File: src/rtl/i2c_data_unit.sv
// Purpose : I2C datapath stage: bit-clock generator, MSB-first shift register,
//           ACK capture and open-drain SDA/SCL pad drive.
// Latency : SDA pad drive is registered (1 Clock); shift/sample act on ClockI2C edge strobes.
// Backpr. : none; the upstream controller sequences every bit via its control levels.
//
// Optional build macro: I2C_STRETCH_EN (slave clock stretching on SCL).
//
// Ports:
//   Clock, Reset              system clock, async active-high reset
//   BaudEnable                run the bit clock (0 = idle high, counter cleared)
//   ReadOrWrite               1 = release SDA (receive / ACK / stop)
//   Select                    SDA source: 1 = shift MSB, 0 = StartStopAck
//   ShiftOrHold               shift once on each ClockI2C falling edge
//   StartStopAck              SDA level for start/stop/ACK generation
//   WriteLoad, DataIn[7:0]    load byte to transmit (level)
//   SDAIn, SCLIn              asynchronous pad inputs
//   ClockI2C                  bit clock, idle high, fed back to the controller
//   SCLDriveLow, SDADriveLow  open-drain pull-down enables
//   ReadData[7:0]             shift-register contents
//   BitCount[3:0]             shifts since load, saturating at 8
//   ByteDone                  one-Clock pulse on the 8th shift
//   Nack                      last captured ACK bit (1 = NACK)
module i2c_data_unit #(
    parameter int BAUD_DIV = 250
) (
    input  logic       Clock,
    input  logic       Reset,
    input  logic       BaudEnable,
    input  logic       ReadOrWrite,
    input  logic       Select,
    input  logic       ShiftOrHold,
    input  logic       StartStopAck,
    input  logic       WriteLoad,
    input  logic [7:0] DataIn,
    input  logic       SDAIn,
    input  logic       SCLIn,
    output logic       ClockI2C,
    output logic       SCLDriveLow,
    output logic       SDADriveLow,
    output logic [7:0] ReadData,
    output logic [3:0] BitCount,
    output logic       ByteDone,
    output logic       Nack
);

    localparam logic [11:0] BaudLast = 12'(BAUD_DIV - 1);

    logic [11:0] baudCount;
    logic        sdaMeta, sdaSync;
    logic        sclMeta, sclSync;
    logic        clockI2CDly;
    logic        sampledBit;
    logic        fallStrobe, riseStrobe;
    logic        stretchHold;
    logic        shiftNow;

    // Two-flop synchronisers for the asynchronous pad inputs.
    always_ff @(posedge Clock or posedge Reset) begin
        if (Reset) begin
            sdaMeta <= 1'b1;
            sdaSync <= 1'b1;
            sclMeta <= 1'b1;
            sclSync <= 1'b1;
        end else begin
            sdaMeta <= SDAIn;
            sdaSync <= sdaMeta;
            sclMeta <= SCLIn;
            sclSync <= sclMeta;
        end
    end

`ifdef I2C_STRETCH_EN
    // A slave holding SCL low during our high phase freezes the count. Our own
    // release takes two synchroniser cycles to be seen, which adds 2 Clocks.
    assign stretchHold = ClockI2C & ~sclSync;
`else
    // SCL is still synchronised but never stalls the bit clock.
    assign stretchHold = 1'b0 & ClockI2C & ~sclSync;
`endif

    // Baud generator: toggles ClockI2C every BAUD_DIV Clocks while enabled.
    always_ff @(posedge Clock or posedge Reset) begin
        if (Reset) begin
            baudCount <= '0;
            ClockI2C  <= 1'b1;
        end else if (!BaudEnable) begin
            baudCount <= '0;
            ClockI2C  <= 1'b1;
        end else if (!stretchHold) begin
            if (baudCount == BaudLast) begin
                baudCount <= '0;
                ClockI2C  <= ~ClockI2C;
            end else begin
                baudCount <= baudCount + 12'd1;
            end
        end
    end

    // Edge strobes are valid for the single Clock after ClockI2C changes.
    always_ff @(posedge Clock or posedge Reset) begin
        if (Reset) begin
            clockI2CDly <= 1'b1;
        end else begin
            clockI2CDly <= ClockI2C;
        end
    end

    assign fallStrobe  = clockI2CDly & ~ClockI2C;
    assign riseStrobe  = ~clockI2CDly & ClockI2C;
    assign SCLDriveLow = ~ClockI2C;

    // A load in the same Clock as a fall wins; the shift is lost.
    assign shiftNow = ~WriteLoad & fallStrobe & ShiftOrHold;

    always_ff @(posedge Clock or posedge Reset) begin
        if (Reset) begin
            ReadData <= '0;
            BitCount <= '0;
            ByteDone <= 1'b0;
        end else begin
            ByteDone <= shiftNow && (BitCount == 4'd7);
            if (WriteLoad) begin
                ReadData <= DataIn;
                BitCount <= '0;
            end else if (shiftNow) begin
                ReadData <= {ReadData[6:0], sampledBit};
                if (BitCount != 4'd8) begin
                    BitCount <= BitCount + 4'd1;
                end
            end
        end
    end

    // SDA is sampled while SCL is high; the ACK slot is the released, Select=0 phase.
    always_ff @(posedge Clock or posedge Reset) begin
        if (Reset) begin
            sampledBit <= 1'b1;
            Nack       <= 1'b0;
        end else if (riseStrobe) begin
            sampledBit <= sdaSync;
            if (ReadOrWrite && !Select) begin
                Nack <= sdaSync;
            end
        end
    end

    // Registered SDA pad mux.
    always_ff @(posedge Clock or posedge Reset) begin
        if (Reset) begin
            SDADriveLow <= 1'b0;
        end else if (ReadOrWrite) begin
            SDADriveLow <= 1'b0;
        end else if (Select) begin
            SDADriveLow <= ~ReadData[7];
        end else begin
            SDADriveLow <= ~StartStopAck;
        end
    end

endmodule

File: config.mk
export PLATFORM = sky130hd
export DESIGN_NAME = i2c_data_unit
export DESIGN_NICKNAME = d
export VERILOG_FILES = /design/src/rtl/i2c_data_unit.sv
export SDC_FILE = /design/constraint.sdc
export NUM_CORES = 1
export LEC_CHECK = 0
export ABC_AREA = 1
export CAP_MARGIN = 10
export CORE_MARGIN = 5
export CORE_UTILIZATION = 30
export DETAILED_ROUTE_END_ITERATION = 10
export PLACE_DENSITY = 0.62
export SYNTH_ARGS = -nofsm -noshare
export SYNTH_HDL_FRONTEND = slang
export SYNTH_SLANG_ARGS = --single-unit
File: constraint.sdc
create_clock -name Clock -period 1.4 [get_ports Clock]
set_input_delay 0.21 -clock Clock [delete_from_list [all_inputs] [get_ports Clock]]
set_output_delay 0.21 -clock Clock [all_outputs]
set_load 0.05 [all_outputs]
=== Word level (Yosys, flattened, before mapping) ===
Cells that the tools add are included.
W data, S select, Z words.

* Add/sub/neg operators: 2
* Shift operators: 0
* $lt $le $gt $ge: 0
* Mux-type cells: 11
* Equal/unequal tests: 4
* Bitwise operators: 9
* Divide/modulo/power cells: 0
* Multiply operators: 0
* Reductions and logical operators: 7

{| class="wikitable"
|+ Operator list
! operator !! number
|-
| $mux W12 || 2
|-
| $mux W8 || 2
|-
| $add A12 B1 Y12 const B || 1
|-
| $eq A12 B8 Y1 const B || 1
|-
| $mux W4 || 3
|-
| $not A1 Y1 || 5
|-
| $add A4 B1 Y4 const B || 1
|-
| $and A1 B1 Y1 || 4
|-
| $eq A4 B3 Y1 const B || 1
|-
| $mux W1 || 4
|-
| $ne A4 B4 Y1 const B || 1
|-
| $reduce_and A2 Y1 || 2
|-
| $reduce_bool A2 Y1 || 2
|-
| $logic_and A1 B1 Y1 || 2
|-
| $ne A2 B1 Y1 const B || 1
|-
| $logic_not A1 Y1 || 1
|}

* Word-level logic and storage cells: 44
* Latch bits: 0
* Bits of input ports: 18
* Memory bits (read-only): 0
* Register bits: 32
* Memory bits (writable): 0
* Memories kept: 0
* Output and inout bits: 17

=== Depth between registers and ports, before layout ===
Gate-level depths: netlist of run 1.

* Depth in word-level cells: 6
* Gate-level depth with buffers: 8
* Depth with buffers taken out: 8

=== Worst setup path before layout of run 1 ===
No wires, ideal clock.

* Path type: reg2reg
* Start point: reg BitCount[0]
* End point: reg BitCount[2]
* Setup slack: -130 ps
* Period minus slack after synthesis: 1530 ps
* Setup time: 120 ps
* Required time: 1280 ps
* Cell stages (with the launch flop): 9
* Arrival: 1410 ps
* Buffers on the path: 0
* Cell sequence: dfrtp_1 inv_1 ha_1 nand2_1 nor2_1 nand2_1 nand2_1 nand2_1 nand2_1

* Cells in the longest elaborated chain, start to end: 4
* Elaborated cells between the ends (all ways): 7
* Classes of those cells: 1 x add/sub; 1 x eq/ne; 3 x mux; 2 x reduce/logical

{| class="wikitable"
|+ RTL lines
! element !! line !! source
|-
| start, declared || 41 || <nowiki>output logic [3:0] BitCount,</nowiki>
|-
| start signal, assigned || 128 || <nowiki>BitCount <= BitCount + 4'd1;</nowiki>
|-
| $add A4 B1 Y4 || 128 ||
|-
| $mux W4 || 127 || <nowiki>if (BitCount != 4'd8) begin</nowiki>
|-
| $mux W4 || 125 || <nowiki>end else if (shiftNow) begin</nowiki>
|-
| $mux W4 || 122 || <nowiki>if (WriteLoad) begin</nowiki>
|}

Several ways; a longest one is shown, not always the timed one. The select of a mux whose other input is x is not followed.
A chain may end at the register's enable or synchronous reset.

=== Final worst setup path of run 1 ===
* Start point: reg ClockI2C
* End point: out SCLDriveLow

* Cells in the longest elaborated chain, start to end: 1

{| class="wikitable"
|+ RTL lines
! element !! line !! source
|-
| start, declared || 37 || <nowiki>output logic ClockI2C,</nowiki>
|-
| start signal, assigned || 92 || <nowiki>ClockI2C <= ~ClockI2C;</nowiki>
|-
| $not A1 Y1 || 110 || <nowiki>assign SCLDriveLow = ~ClockI2C;</nowiki>
|-
| end, declared || 38 || <nowiki>output logic SCLDriveLow,</nowiki>
|}

Every way passes these cells.

==> results of run 1 <==
[cells in the final DEF (no fill, tap or decap), types with 2 or more instances in the layout]
cell,instances
nand2_4,2
ha_1,4
inv_1,17
nor2_2,5
xnor2_1,3
nand3_2,2
nor2_1,19
nor2_4,4
nand3_1,22
dfstp_2,4
nand2_1,52
dfrtp_1,25
nand4_1,5
nand2_2,2
clkdlybuf4s50_1,16
dfrtp_2,2
o21ai_0,2
xor2_1,3
buf_12,17
nand3b_1,2
buf_4,9
clkbuf_8,5
[flip-flops by register name (all words and copies together) (netlist names)]
signal / count
baudCount: 12
Nack: 1
BitCount: 4
ReadData: 8
sdaMeta: 1
SDADriveLow: 1
clockI2CDly: 1
sdaSync: 1
sampledBit: 1
ByteDone: 1
ClockI2C: 1
[routing by layer]
metal / up-vias / wire [um] / global-route usage
met3: 8 / 208 / 0.0426
li1: 692 / - / -
met5: - / 0 / 0
met2: 42 / 1590 / 0.177
met1: 603 / 1620 / 0.143
met4: 0 / 69 / 0.0357
[timing repair]
| item | 4_1_cts | 5_1_grt |
|---|---|---|
| pin swaps | 0 | 0 |
| gates resized for setup | 0 | 4 |
| setup endpoints to repair | 1 | 5 |
| hold buffers | 0 | 0 |
| setup buffers | 1 | 0 |
[worst max-delay path, stage by stage (launching register included)]
cell and delay (ps):
dfstp_4 650, inv_4 50, buf_6 140
[cell type report]
| class | instances | area (um^2) | share of cell area |
|---|---|---|---|
| flip-flops and latches | 32 | 813 | 0.341 |
| multi-input cells | 134 | 723 | 0.303 |
| repair buffers | 43 | 579 | 0.243 |
| well taps | 70 | 87.6 | 0.0367 |
| inverters | 19 | 73.8 | 0.0310 |
| clock buffers | 6 | 72.6 | 0.0304 |
| clock inverters | 2 | 35.0 | 0.0147 |
[logic make-up after synthesis]
group,count (synthesis),synth area share
buffers and inverters,22,0.0551
adders and majority gates,4,0.0311
and+or+nand+nor,118,0.357
DFF,32,0.501
xor gates and xnor gates,6,0.0326
AOI/OAI and AO/OA,6,0.0233
[worst paths after layout]
check / to / cells past startpoint
max: SCLDriveLow / 2
min: baudCount[3] / 3
max reg2reg: ReadData[6] / 4
min reg2reg: sdaSync / 0
max in group asynchronous: sdaSync / 3
min in group Clock: sdaMeta / 1
[power by group through the flow]
stage | logic, W | registers (W) | clock network (W)
after floorplan | 0.0000786 | 0.00108 | 0
after global placement | 0.000343 | 0.00101 | 0
after detailed placement | 0.000344 | 0.00101 | 0
after CTS | 0.000346 | 0.000998 | 0.000896
after global routing | 0.000368 | 0.00100 | 0.000933
final | 0.000340 | 0.000997 | 0.000868
[per-stage QoR]
step                      setup TNS [ps]  cells  total power (W)
after detailed placement            -101    297          0.00136
after global routing                   0    306          0.00230
after global placement             -61.2    297          0.00136
after CTS                              0    306          0.00224
final                                  0    306          0.00221
after floorplan                        0    188          0.00116
==> impl_results.md, run 1 <==
- TritonCTS Buffers: 5
- Routed vias/inst: 4.40
- Initial antenna violation count: 0
- Initial core utilization: 0.312
- Drt initial violations: 33
- Synth top cells by count: nand2_1, dfrtp_1, nand3_1
- Logic pwr share: 0.154
- Fin crit period: 1340 ps
- Vias: 1,345
- Post-DP HPWL: 2650 um
- Wirelength, routed: 3490 um
- Largest net degree at the start of global routing: 33
- Worst Skew: 10.7 ps
- # rows: 26
- Cell count after synthesis: 188
- Synthesized flop and latch total: 32
- Final setup fails: 0
- Max Clk Rate: 0.746 GHz
- Number of distinct library cells after synthesis: 26
- Fin worst setup slack: 60.4 ps
- Vias in the first global route: 1,380
- Actual slew at the worst max-slew pin: 339 ps
- RSZ-0062 raised after global routing: false
- Area added between synthesis and finish: 48.0%
- Sequential Power Share: 0.452
- Die W: 83.3 um
- Register area share after synthesis: 0.501
- Rel. slew slack: 0.773
- Status: completed
- DIE HEIGHT: 83.3 um
- First-pass GRT wire length: 6390 um
- Layout net count: 257
- Ant. Diodes: 0
- Syn Nets: 210
- Final Max Slew Viols: 0
- Share of post-route cells with drive strength above 1: 0.250
- Ys flop type: dfrtp_1
- H-tree Lvls: 2
- Drt drc: 0
- Placeable Area: 0.00517 mm^2
- Clk buf depth: 2
- Beginning of the critical path: ClockI2C
- Pwr dens: 925 mW/mm^2
- Worst hold margin: 263 ps
- Top cells by area, synth: dfrtp_1, nand2_1, dfstp_2
- Gp weighted congestion: 0.816
- CTS tree: built
- Max Cap Viol: 0
- Finished Core Util: 0.461
- EDFF count, synth: 0
- Net Switching: 0.000547 W
- Critical path class: reg -> out
- Global Route Usage Sum: 0.113
- FF-to-FF setup slack: 100 ps
- DIE AREA: 0.00694 mm^2
- Cell Area, Placed: 0.00226 mm^2
- WP data required: 1190 ps
- Routed WL per cell: 11.4 um
- Crit path max fanout: 4
- Fillers: 496
- Share of synthesized flip-flops with an asynchronous set or reset: 1.00
- Pre-CTS setup slack: -51.0 ps
- Final hold vios: 0
- Setup crit end kind: output port
- Reg clk slew, reported paths: 70 ps
- Crit path arrival time: 1130 ps
- Worst R2R Start: ClockI2C
- PortBufs: 33
- Worst IR Drop VDD: 0.000359 V
- Syn_area_per_cell: 8.57 um^2
- Worst skew pair latency: 280 ps
- Count leader, synth: nand2_1
- ANT nets after route: 0
- Synth warnings: 0
- Grt total ovfl: 0
- Mapped cell area: 0.00161 mm^2
- Clock share of power: 0.394
- Top Ports: 35
- Fin crit share: 0.957
- First-pass detailed-route iteration total: 4
- Critical Path Start Type: flip-flop
- Hold WC Path Type: in -> async
- Switching Share: 0.248
- Clk root buf: clkbuf_8
- Cell type with the largest total area after synthesis: dfrtp_1
- Pint: 0.00166 W
- Top cell type's share of synthesized area: 0.419
- Post-Layout Inst Area: 0.00238 mm^2
- Clock sink total: 32
- Leakage: 1.07 nW
Note: power is estimated with default switching activity, not from simulation.
==> run 2, diff against run 1 <==
--- a/config.mk
+++ b/config.mk
@@ -7,7 +7,7 @@
 export LEC_CHECK = 0
 export ABC_AREA = 1
 export CAP_MARGIN = 10
-export CORE_MARGIN = 5
+export CORE_MARGIN = 2
 export CORE_UTILIZATION = 30
 export DETAILED_ROUTE_END_ITERATION = 10
 export PLACE_DENSITY = 0.62
==> impl_results.md, run 2 (synthesis gave the netlist of run 1 again) <==
- Post-DP HPWL: 2470 um
- Commonest non-fill, non-tap cell in the layout: nand2_1
- Rel. slew slack: 0.785
- Vias in the first global route: 1,352
- Worst IR Drop VDD: 0.000381 V
- Final setup fails: 0
- Reg clk slew, reported paths: 70 ps
- Pwr dens: 877 mW/mm^2
- Die W: 77.3 um
- Setup crit end kind: output port
- Fin crit share: 0.972
- Share of post-route cells with drive strength above 1: 0.244
- Crit path arrival time: 1150 ps
- Commonest cells after routing, fill and taps aside: nand2_1, dfrtp_1, nand3_1
- Final Max Slew Viols: 0
- Logic pwr share: 0.162
- Global Route Usage Sum: 0.131
- PortBufs: 33
- Net Switching: 0.000539 W
- First-pass detailed-route iteration total: 4
- Crit path max fanout: 5
- Clock sink total: 32
- Status: completed
- Actual slew at the worst max-slew pin: 321 ps
- Initial core utilization: 0.314
- Wirelength, routed: 3380 um
- Layout net count: 255
- Placeable Area: 0.00514 mm^2
- Largest net degree at the start of global routing: 33
- Max Clk Rate: 0.735 GHz
- Ant. Diodes: 0
- Largest Register: baudCount
- Clk root buf: clkbuf_8
- Drt drc: 0
- # rows: 26
- Routed WL per cell: 11.1 um
- Critical Path Start Type: flip-flop
- ANT nets after route: 0
- WP data required: 1190 ps
- First-pass GRT wire length: 6100 um
- Initial antenna violation count: 0
- Hold WC Path Type: in -> async
- Critical path class: reg -> out
- Leakage: 1.05 nW
- Pre-CTS setup slack: -82.5 ps
- Pint: 0.00153 W
- Final hold vios: 0
- Sequential Power Share: 0.483
- Top Ports: 35
- Clock share of power: 0.355
- CTS tree: built
- Max reg flops: 12
- H-tree Lvls: 2
- Routed vias/inst: 4.39
- RSZ-0062 raised after global routing: false
- DIE AREA: 0.00597 mm^2
- Switching Share: 0.261
- Area added between synthesis and finish: 46.1%
- DIE HEIGHT: 77.3 um
- TritonCTS Buffers: 5
- Tot Pwr: 0.00207 W
- Top Registers: baudCount: 12 flops, ReadData: 8 flops, BitCount: 4 flops
- Worst Skew: 3.92 ps
- Drt initial violations: 43
- Vias: 1,336
- Clk buf depth: 2
- Gp weighted congestion: 0.770
- Fin worst setup slack: 39.0 ps
- Max Cap Viol: 0
- Fin crit period: 1360 ps
- Grt total ovfl: 0
- Number of buffers inserted by hold repair at cts: 0
- Worst skew pair latency: 280 ps
[run 2: path summary, 6_finish.rpt]
path | from | depth (start not counted) | endpoint | slack, ps
max | ClockI2C | 2 | SCLDriveLow | 40
min | Reset | 3 | BitCount[3] | 260
max reg2reg | ClockI2C | 4 | ReadData[6] | 120
min reg2reg | sdaMeta | 0 | sdaSync | 350
max in group asynchronous | Reset | 3 | sdaMeta | 890
min in group Clock | SDAIn | 1 | sdaMeta | 340
[run 2: power by group through the flow]
stage	Sequential [W]	Combinational [W]	Clock, W
after detailed placement	0.00101	0.000339	0
after global placement	0.00101	0.000334	0
after global routing	0.00100	0.000363	0.000791
final	0.000998	0.000335	0.000733
after CTS	0.000998	0.000339	0.000755
after floorplan	0.00108	0.0000786	0
[run 2: what timing repair did]
item                                   in CTS  in global routing
setup endpoints to repair                   1                 13
resized for setup                           1                  4
buffers inserted                            1                  1
endpoints found under the hold margin       0                  0
gates cloned                                0                  0
pin swaps                                   0                  2
[run 2: stage by stage]
stage / hold WS, ps / TNS [ps] / cell area (um^2) / cells / util
final: 262 / 0 / 2350 / 304 / 0.458
after global routing: 306 / 0 / 2350 / 304 / 0.458
after CTS: 267 / 0 / 2340 / 303 / 0.455
after detailed placement: 347 / -242 / 2240 / 294 / 0.435
after global placement: 346 / -291 / 2240 / 294 / 0.435
after floorplan: 214 / 0 / 1620 / 188 / -
[run 2: area by class of cell]
cell class	count	area, um^2
timing repair buffer	41	564
sequential	32	813
fill	509	2790
tap	70	87.6
inverter	19	73.8
clock buffer	8	90.1
multi-input combinational	134	726
[run 2: critical path: stages, from the launching register on]
cell	delay [ps]
dfstp_4	660
inv_4	60
buf_6	150
[run 2: per-layer routing]
layer	vias up	share of wire	track usage
met2	30	0.48	0.217
met1	613	0.43	0.149
met5	-	0	0
met4	0	0.019	0.0589
met3	4	0.066	0.0529
li1	689	-	-
